--- config.mk ---
export PLATFORM = sky130hd
export DESIGN_NAME = ysyx_22050854_mem_arbiter
export DESIGN_NICKNAME = d
export VERILOG_FILES = /design/src/rtl/ysyx_22050854_mem_arbiter.sv
export SDC_FILE = /design/constraint.sdc
export NUM_CORES = 1
export LEC_CHECK = 0
export CAP_MARGIN = 20
export CORE_MARGIN = 8
export CORE_UTILIZATION = 26
export CTS_CLUSTER_SIZE = 30
export DETAILED_ROUTE_END_ITERATION = 8
export MAX_ROUTING_LAYER = met4
export SYNTH_ARGS = -nofsm -noshare
export SYNTH_HDL_FRONTEND = slang
export SYNTH_SLANG_ARGS = --single-unit
export TNS_END_PERCENT = 20
--- constraint.sdc ---
create_clock -name clk -period 2.3 [get_ports clk]
set_clock_uncertainty 0.15 [all_clocks]
set_input_delay 0.46 -clock clk [delete_from_list [all_inputs] [get_ports clk]]
set_output_delay 0.46 -clock clk [all_outputs]
set_load 0.01 [all_outputs]
--- src/rtl/ysyx_22050854_mem_arbiter.sv ---
// Shares one memory port between instruction fetch and load/store, sequencing
// issue, wait and response phases with a timeout that returns an error response.
module ysyx_22050854_mem_arbiter #(
   parameter int unsigned ADDR_W      = 64,
   parameter int unsigned DATA_W      = 64,
   parameter int unsigned PRIO_LS     = 1,
   parameter int unsigned TIMEOUT_CYC = 255
) (
   input  logic                clk,
   input  logic                rst,
   input  logic                if_req_valid,
   output logic                if_req_ready,
   input  logic [ADDR_W-1:0]   if_addr,
   output logic                if_rsp_valid,
   output logic [DATA_W-1:0]   if_rsp_data,
   output logic                if_rsp_err,
   input  logic                ls_req_valid,
   output logic                ls_req_ready,
   input  logic [ADDR_W-1:0]   ls_addr,
   input  logic                ls_wen,
   input  logic [DATA_W-1:0]   ls_wdata,
   input  logic [DATA_W/8-1:0] ls_wmask,
   output logic                ls_rsp_valid,
   output logic [DATA_W-1:0]   ls_rsp_data,
   output logic                ls_rsp_err,
   output logic                mem_req_valid,
   input  logic                mem_req_ready,
   output logic [ADDR_W-1:0]   mem_addr,
   output logic                mem_wen,
   output logic [DATA_W-1:0]   mem_wdata,
   output logic [DATA_W/8-1:0] mem_wmask,
   input  logic                mem_rsp_valid,
   input  logic [DATA_W-1:0]   mem_rsp_data,
   output logic                busy,
   output logic                owner_ls
);

   localparam int unsigned MASK_W  = DATA_W / 8;
   localparam int unsigned TIMER_W = $clog2(TIMEOUT_CYC + 1);
   localparam logic [TIMER_W-1:0] TimeoutVal = TIMER_W'(TIMEOUT_CYC);

   typedef enum logic [1:0] {StIdle, StIssue, StWait} state_e;

   state_e              state_q;
   logic [TIMER_W-1:0]  timer_q;
   logic                owner_ls_q;
   logic                last_grant_ls_q;
   logic [ADDR_W-1:0]   addr_q;
   logic                wen_q;
   logic [DATA_W-1:0]   wdata_q;
   logic [MASK_W-1:0]   wmask_q;
   logic                if_rsp_valid_q;
   logic                if_rsp_err_q;
   logic [DATA_W-1:0]   if_rsp_data_q;
   logic                ls_rsp_valid_q;
   logic                ls_rsp_err_q;
   logic [DATA_W-1:0]   ls_rsp_data_q;

   logic idle;
   logic grant_ls;
   logic grant_if;
   logic timeout;

   // Under contention LS wins in fixed-priority mode, otherwise whoever was not granted last.
   always_comb begin
      idle     = (state_q == StIdle);
      grant_ls = ls_req_valid && (!if_req_valid || (PRIO_LS != 0) || !last_grant_ls_q);
      grant_if = if_req_valid && !grant_ls;
      timeout  = (timer_q == TimeoutVal);
   end

   always_ff @(posedge clk or negedge rst) begin
      if (!rst) begin
         state_q         <= StIdle;
         timer_q         <= '0;
         owner_ls_q      <= 1'b0;
         last_grant_ls_q <= 1'b1;
         addr_q          <= '0;
         wen_q           <= 1'b0;
         wdata_q         <= '0;
         wmask_q         <= '0;
         if_rsp_valid_q  <= 1'b0;
         if_rsp_err_q    <= 1'b0;
         if_rsp_data_q   <= '0;
         ls_rsp_valid_q  <= 1'b0;
         ls_rsp_err_q    <= 1'b0;
         ls_rsp_data_q   <= '0;
      end else begin
         if_rsp_valid_q <= 1'b0;
         if_rsp_err_q   <= 1'b0;
         ls_rsp_valid_q <= 1'b0;
         ls_rsp_err_q   <= 1'b0;
         case (state_q)
            StIdle: begin
               if (grant_ls || grant_if) begin
                  state_q         <= StIssue;
                  owner_ls_q      <= grant_ls;
                  last_grant_ls_q <= grant_ls;
                  if (grant_ls) begin
                     addr_q  <= ls_addr;
                     wen_q   <= ls_wen;
                     wdata_q <= ls_wdata;
                     wmask_q <= ls_wmask;
                  end else begin
                     addr_q  <= if_addr;
                     wen_q   <= 1'b0;
                     wdata_q <= '0;
                     wmask_q <= '0;
                  end
               end
            end
            StIssue: begin
               if (mem_req_ready) begin
                  state_q <= StWait;
                  timer_q <= '0;
               end
            end
            StWait: begin
               timer_q <= timer_q + 1'b1;
               // A response arriving on the timeout cycle still counts as a good response.
               if (mem_rsp_valid || timeout) begin
                  state_q <= StIdle;
                  if (owner_ls_q) begin
                     ls_rsp_valid_q <= 1'b1;
                     ls_rsp_err_q   <= !mem_rsp_valid;
                     ls_rsp_data_q  <= (mem_rsp_valid && !wen_q) ? mem_rsp_data : '0;
                  end else begin
                     if_rsp_valid_q <= 1'b1;
                     if_rsp_err_q   <= !mem_rsp_valid;
                     if_rsp_data_q  <= mem_rsp_valid ? mem_rsp_data : '0;
                  end
               end
            end
            default: state_q <= StIdle;
         endcase
      end
   end

   always_comb begin
      if_req_ready  = rst && idle && grant_if;
      ls_req_ready  = rst && idle && grant_ls;
      mem_req_valid = (state_q == StIssue);
      busy          = !idle;
   end

   assign mem_addr     = addr_q;
   assign mem_wen      = wen_q;
   assign mem_wdata    = wdata_q;
   assign mem_wmask    = wmask_q;
   assign owner_ls     = owner_ls_q;
   assign if_rsp_valid = if_rsp_valid_q;
   assign if_rsp_err   = if_rsp_err_q;
   assign if_rsp_data  = if_rsp_data_q;
   assign ls_rsp_valid = ls_rsp_valid_q;
   assign ls_rsp_err   = ls_rsp_err_q;
   assign ls_rsp_data  = ls_rsp_data_q;

endmodule

After elaboration in Yosys (flattened, before gate mapping)

Cells that the tools add are included.

Logic and storage cells: 63
Input port bits: 271
Register bits: 280
Bits in writable memories: 0
Bits in latches: 0
Bits in read-only memories: 0
Memories: 0

Bitwise logic cells: 1
Equality and inequality tests: 6
Multipliers: 0
Magnitude comparators: 0
Divide/modulo/power cells: 0
Reduce and logical (&&, ||, !) cells: 18
Add/sub/neg operators: 1
Muxes and demuxes: 24
Shifts and indexed selects: 0

Operator list:

| cell                  | count |
|---|---|
| $mux W64              | 4 |
| $mux W8               | 2 |
| $pmux W8 S2           | 1 |
| $mux W1               | 13 |
| $reduce_and A3 Y1     | 3 |
| $add A8 B1 Y8 const B | 1 |
| $eq A8 B8 Y1 const B  | 1 |
| $mux W2               | 3 |
| $pmux W2 S3           | 1 |
| $logic_and A1 B1 Y1   | 5 |
| $logic_not A1 Y1      | 4 |
| $ne A2 B1 Y1 const B  | 2 |
| $reduce_and A2 Y1     | 2 |
| $eq A2 B1 Y1 const B  | 1 |
| $eq A2 B2 Y1 const B  | 1 |
| $logic_not A2 Y1      | 1 |
| $logic_or A1 B1 Y1    | 2 |
| $ne A2 B2 Y1 const B  | 1 |
| $reduce_bool A2 Y1    | 1 |
| $not A1 Y1            | 1 |

Depth between registers and ports, before layout

Word-level depth: 5
Gate-level depth with buffers: 7

Worst setup path before layout

No wires, ideal clock.

Path kind: register to register
Start point: register timer_q[0]
End point: register if_rsp_data_q[43], in the netlist if_rsp_data[43]
Setup time: 130 ps
Slack: 542 ps
Cell stages (with the launch flop): 7
Arrival time: 1478 ps
Cell sequence: dfrtp_1 -> ha_1 -> nand3_1 -> o21bai_2 -> buf_6 -> clkbuf_1 -> o21ai_1

Word-level cells in the longest chain between the ends: 3

Ends and longest elaborated chain:

| what                               | RTL line | text |
|---|---|---|
| start: declaration                 | 45       | `logic [TIMER_W-1:0] timer_q;` |
| start signal: assignment           | 119      | `timer_q <= timer_q + 1'b1;` |
| $eq A8 B8 Y1                       | 69       | `timeout = (timer_q == TimeoutVal);` |
| $logic_or A1 B1 Y1                 | 121      | `if (mem_rsp_valid \|\| timeout) begin` |
| $reduce_and A3 Y1 (no source line) | -        |  |
| end signal: assignment             | 130      | `if_rsp_data_q <= mem_rsp_valid ? mem_rsp_data : '0;` |
| end: declaration                   | 54       | `logic [DATA_W-1:0] if_rsp_data_q;` |

No other way between the ends.
A chain may end at the register's enable or synchronous reset.

Final worst setup path

Start point: input rst
End point: output ls_req_ready

Word-level cells in the longest chain between the ends: 2

Ends and longest elaborated chain:

| what                             | RTL line | text |
|---|---|---|
| start: declaration               | 10       | `input logic rst,` |
| $logic_and A1 B1 Y1 (2 in a row) | 141      | `ls_req_ready = rst && idle && grant_ls;` |
| end: declaration                 | 18       | `output logic ls_req_ready,` |

No other way between the ends.

==> qor.txt <==
initial DRC count - 475
Worst slew margin - 37.9%
end of the worst register-to-register path - if_rsp_data[2]$_DFFE_PN0P_
Synth Instances - 1066
CTS tree - yes
first-pass GRT wire length - 72100 um
via count - 10300
synthesized area per cell - 12.0 um2
Hold Path Depth - 2
area grow syn2layout - 58.4%
Tot Pwr - 24.1 mW
TritonCTS Buffers - 35
Synth cell types - 40
antenna violations before repair - 15
WL/cell - 21.2 um
RSZ-0062 raised after global routing - false
Root Buffer - clkbuf_16
EDFF count, synth - 0
number of cells after detailed placement - 2218
critical path class - primary input to output port
Tcrit/Tclk final - 96.8%
GPL Wtd Cong - 0.780
H-tree levels - 2
CP endpoint kind - output port
Sw Share - 33.1%
reg2reg start - state_q[0]$_DFFE_PN0P_
Clock Path Buffers - 3
setup ws final - 0.0738 ns
vias in the first global route - 11100
crit-path max FO - 4
flops & latches, synth - 280
Detailed Routing Iterations Pass 1 - 6
R2R depth - 5
Final ANT Viol Nets - 0
# rows - 81
LEAKAGE - 9.26 nW
# IOs - 545
NumNets Final - 1866
Sw Pwr - 8.00 mW
chip height - 238 um
Worst Hold End - if_rsp_err$_DFF_PN0_
register area - 0.00701 mm2
sequential-to-total area share from yosys stat - 54.7%
crit path launch type - primary input
Reg power frac - 33.1%
largest net degree at the start of global routing - 168
final hold violation count - 0
Min-Delay Path Class - primary input to flop
pre-CTS setup slack - -0.00993 ns
CP arrival - 1.62 ns
Residual DRC - 0
die area - 0.0566 mm2
Ys Warns - 0
sum of negative setup slack - 0 ns
max-slew violations - 0
worst skew pair latency - 0.54 ns
Worst Path Required - 1.69 ns
Die W - 238 um
Initial Util - 26.3%
Final Non-Filler Cells - 2293
WHS - 0.0772 ns
Global Route Usage Sum - 17.0%
fillcell total - 4554
clock sink count - 280
Overflow after GRT - 0
ys flop type - dfrtp_1
power per cell area - 1190 mW/mm2
Comb pwr share - 44.1%
crit path time final - 2.23 ns
Net Count, Synth - 1338
asr flop ratio synth - 100%
Vias/cell - 4.50
Peak VDD IR - 0.742 mV
DP HPWL - 35500 um
core box area - 0.0487 mm2
fraction of final layout cells sized beyond drive strength 1 - 13.3%
max-cap viol count - 0
Hold Crit Start - mem_rsp_valid
synthesized area - 0.0128 mm2
I/O Buffers - 544
internal power - 16.1 mW
clock-pin slew on the worst setup and hold paths - 0.06 ns
status - finished, final reports clean
endpoints failing setup - 0
Max Freq - 0.449 GHz
FF-to-FF setup slack - 0.31 ns
Slew @ Worst Pin - 0.932 ns
routed wire length - 48600 um
area of the multi-input gates - 0.00491 mm2
Clock Power Share - 22.8%
-- routing by layer --
| metal | global-route usage [%] | share of wire, % | vias up |
|---|---|---|---|
| met5 | - | 0 | - |
| met4 | 6.14 | 3.4 | 0 |
| met3 | 6.70 | 9.1 | 59 |
| met2 | 27.9 | 49 | 388 |
| met1 | 18.7 | 39 | 5023 |
| li1 | - | - | 4841 |
-- state kept, by name, indices dropped and copies added, names as in the netlist --
| name | count |
|---|---|
| mem_addr | 64 |
| ls_rsp_data | 64 |
| if_rsp_data | 64 |
| mem_wmask | 8 |
| state_q | 2 |
| owner_ls | 1 |
| timer_q | 8 |
| mem_wdata | 64 |
| mem_wen | 1 |
| if_rsp_valid | 1 |
| ls_rsp_valid | 1 |
| ls_rsp_err | 1 |
| if_rsp_err | 1 |
-- final cells by class --
class | count | area share [%]
clock buffers | 50 | 4.99
repair buffers | 573 | 29.0
inverters | 130 | 2.41
multi-input cells | 574 | 24.2
flip-flops and latches | 280 | 34.5
well taps | 664 | 4.09
diodes | 15 | 0.185
clock inverters | 7 | 0.598
-- synth_stat cells (2+ instances only) --
library cell | number | share of area (%)
dfrtp_1 | 280 | 55
inv_1 | 130 | 3.8
mux2_2 | 93 | 8.2
o21ai_0 | 93 | 3.6
a22o_1 | 73 | 5.0
mux2i_1 | 68 | 5.3
and3b_1 | 65 | 4.4
a22oi_1 | 64 | 3.8
o21ai_1 | 40 | 1.6
clkbuf_1 | 33 | 0.97
mux2_4 | 30 | 3.5
buf_2 | 28 | 1.1
buf_6 | 12 | 1.1
nand2_1 | 10 | 0.29
buf_4 | 5 | 0.29
mux2_1 | 5 | 0.44
nand3_1 | 5 | 0.20
a31oi_1 | 2 | 0.098
a41oi_1 | 2 | 0.14
and2_1 | 2 | 0.098
and3_1 | 2 | 0.098
buf_1 | 2 | 0.059
clkbuf_2 | 2 | 0.078
nand2b_1 | 2 | 0.098
nor2_1 | 2 | 0.059
nor2b_1 | 2 | 0.098
-- power groups by stage --
stage / sequential [mW] / combinational (mW) / clock [mW]
floorplan: 8.65 / 4.16 / 0
global placement: 7.95 / 10.8 / 0
detailed placement: 8.00 / 10.9 / 0
CTS: 7.98 / 10.9 / 5.72
global route: 8.22 / 11.4 / 5.95
finish: 7.98 / 10.7 / 5.51
-- kinds of logic after synthesis --
logic type               share of synthesized area [%]
flip-flops                                        54.7
adder cells (fa/ha/maj)                         0.0977
multiplexers                                      17.4
AND/OR/NAND/NOR                                   5.91
AO/OA/AOI/OAI                                     14.5
buffers and inverters                             7.36
-- how the worst max path moves through the flow --
stage                                      start                          end  cells past startpoint
after floorplan           timer_q[0]$_DFFE_PN0P_  if_rsp_data[43]$_DFFE_PN0P_                      6
after global placement              if_req_valid                 if_req_ready                      4
after detailed placement            if_req_valid                 if_req_ready                      4
after CTS                 state_q[0]$_DFFE_PN0P_                 if_req_ready                      5
after global routing      state_q[0]$_DFFE_PN0P_                 ls_req_ready                      4
final                                        rst                 ls_req_ready                      4
-- critical path: stages --
cell,delay (ns)
dlygate4sd3_1,0.58
buf_8,0.16
and3_1,0.16
clkdlybuf4s15_1,0.24
-- stage by stage --
step,cell area [um2],util (%)
CTS,20200,41.5
floorplan,12800,-
global placement,19100,39.2
finish,20300,41.6
global route,20300,41.6
detailed placement,19100,39.2
-- layout by cell type (no fill, tap or decap), types with 19 or more instances in the layout --
cell / n
a22o_1: 73
a22oi_1: 64
and3b_1: 64
buf_12: 19
clkbuf_16: 35
clkdlybuf4s50_1: 534
dfrtp_1: 279
inv_1: 130
mux2_2: 93
mux2_4: 30
mux2i_1: 68
o21ai_0: 93
o21ai_1: 39
-- what timing repair did --
| action | 4_1_cts | 5_1_grt |
|---|---|---|
| hold endpoints to repair | 113 | 0 |
| setup endpoints to repair | 7 | 3 |
| buffers inserted | 0 | 2 |
| hold buffers | 1 | 0 |
| resized for setup | 10 | 5 |
| pin swaps | 1 | 0 |
Note: power is estimated with default switching activity, not from simulation.
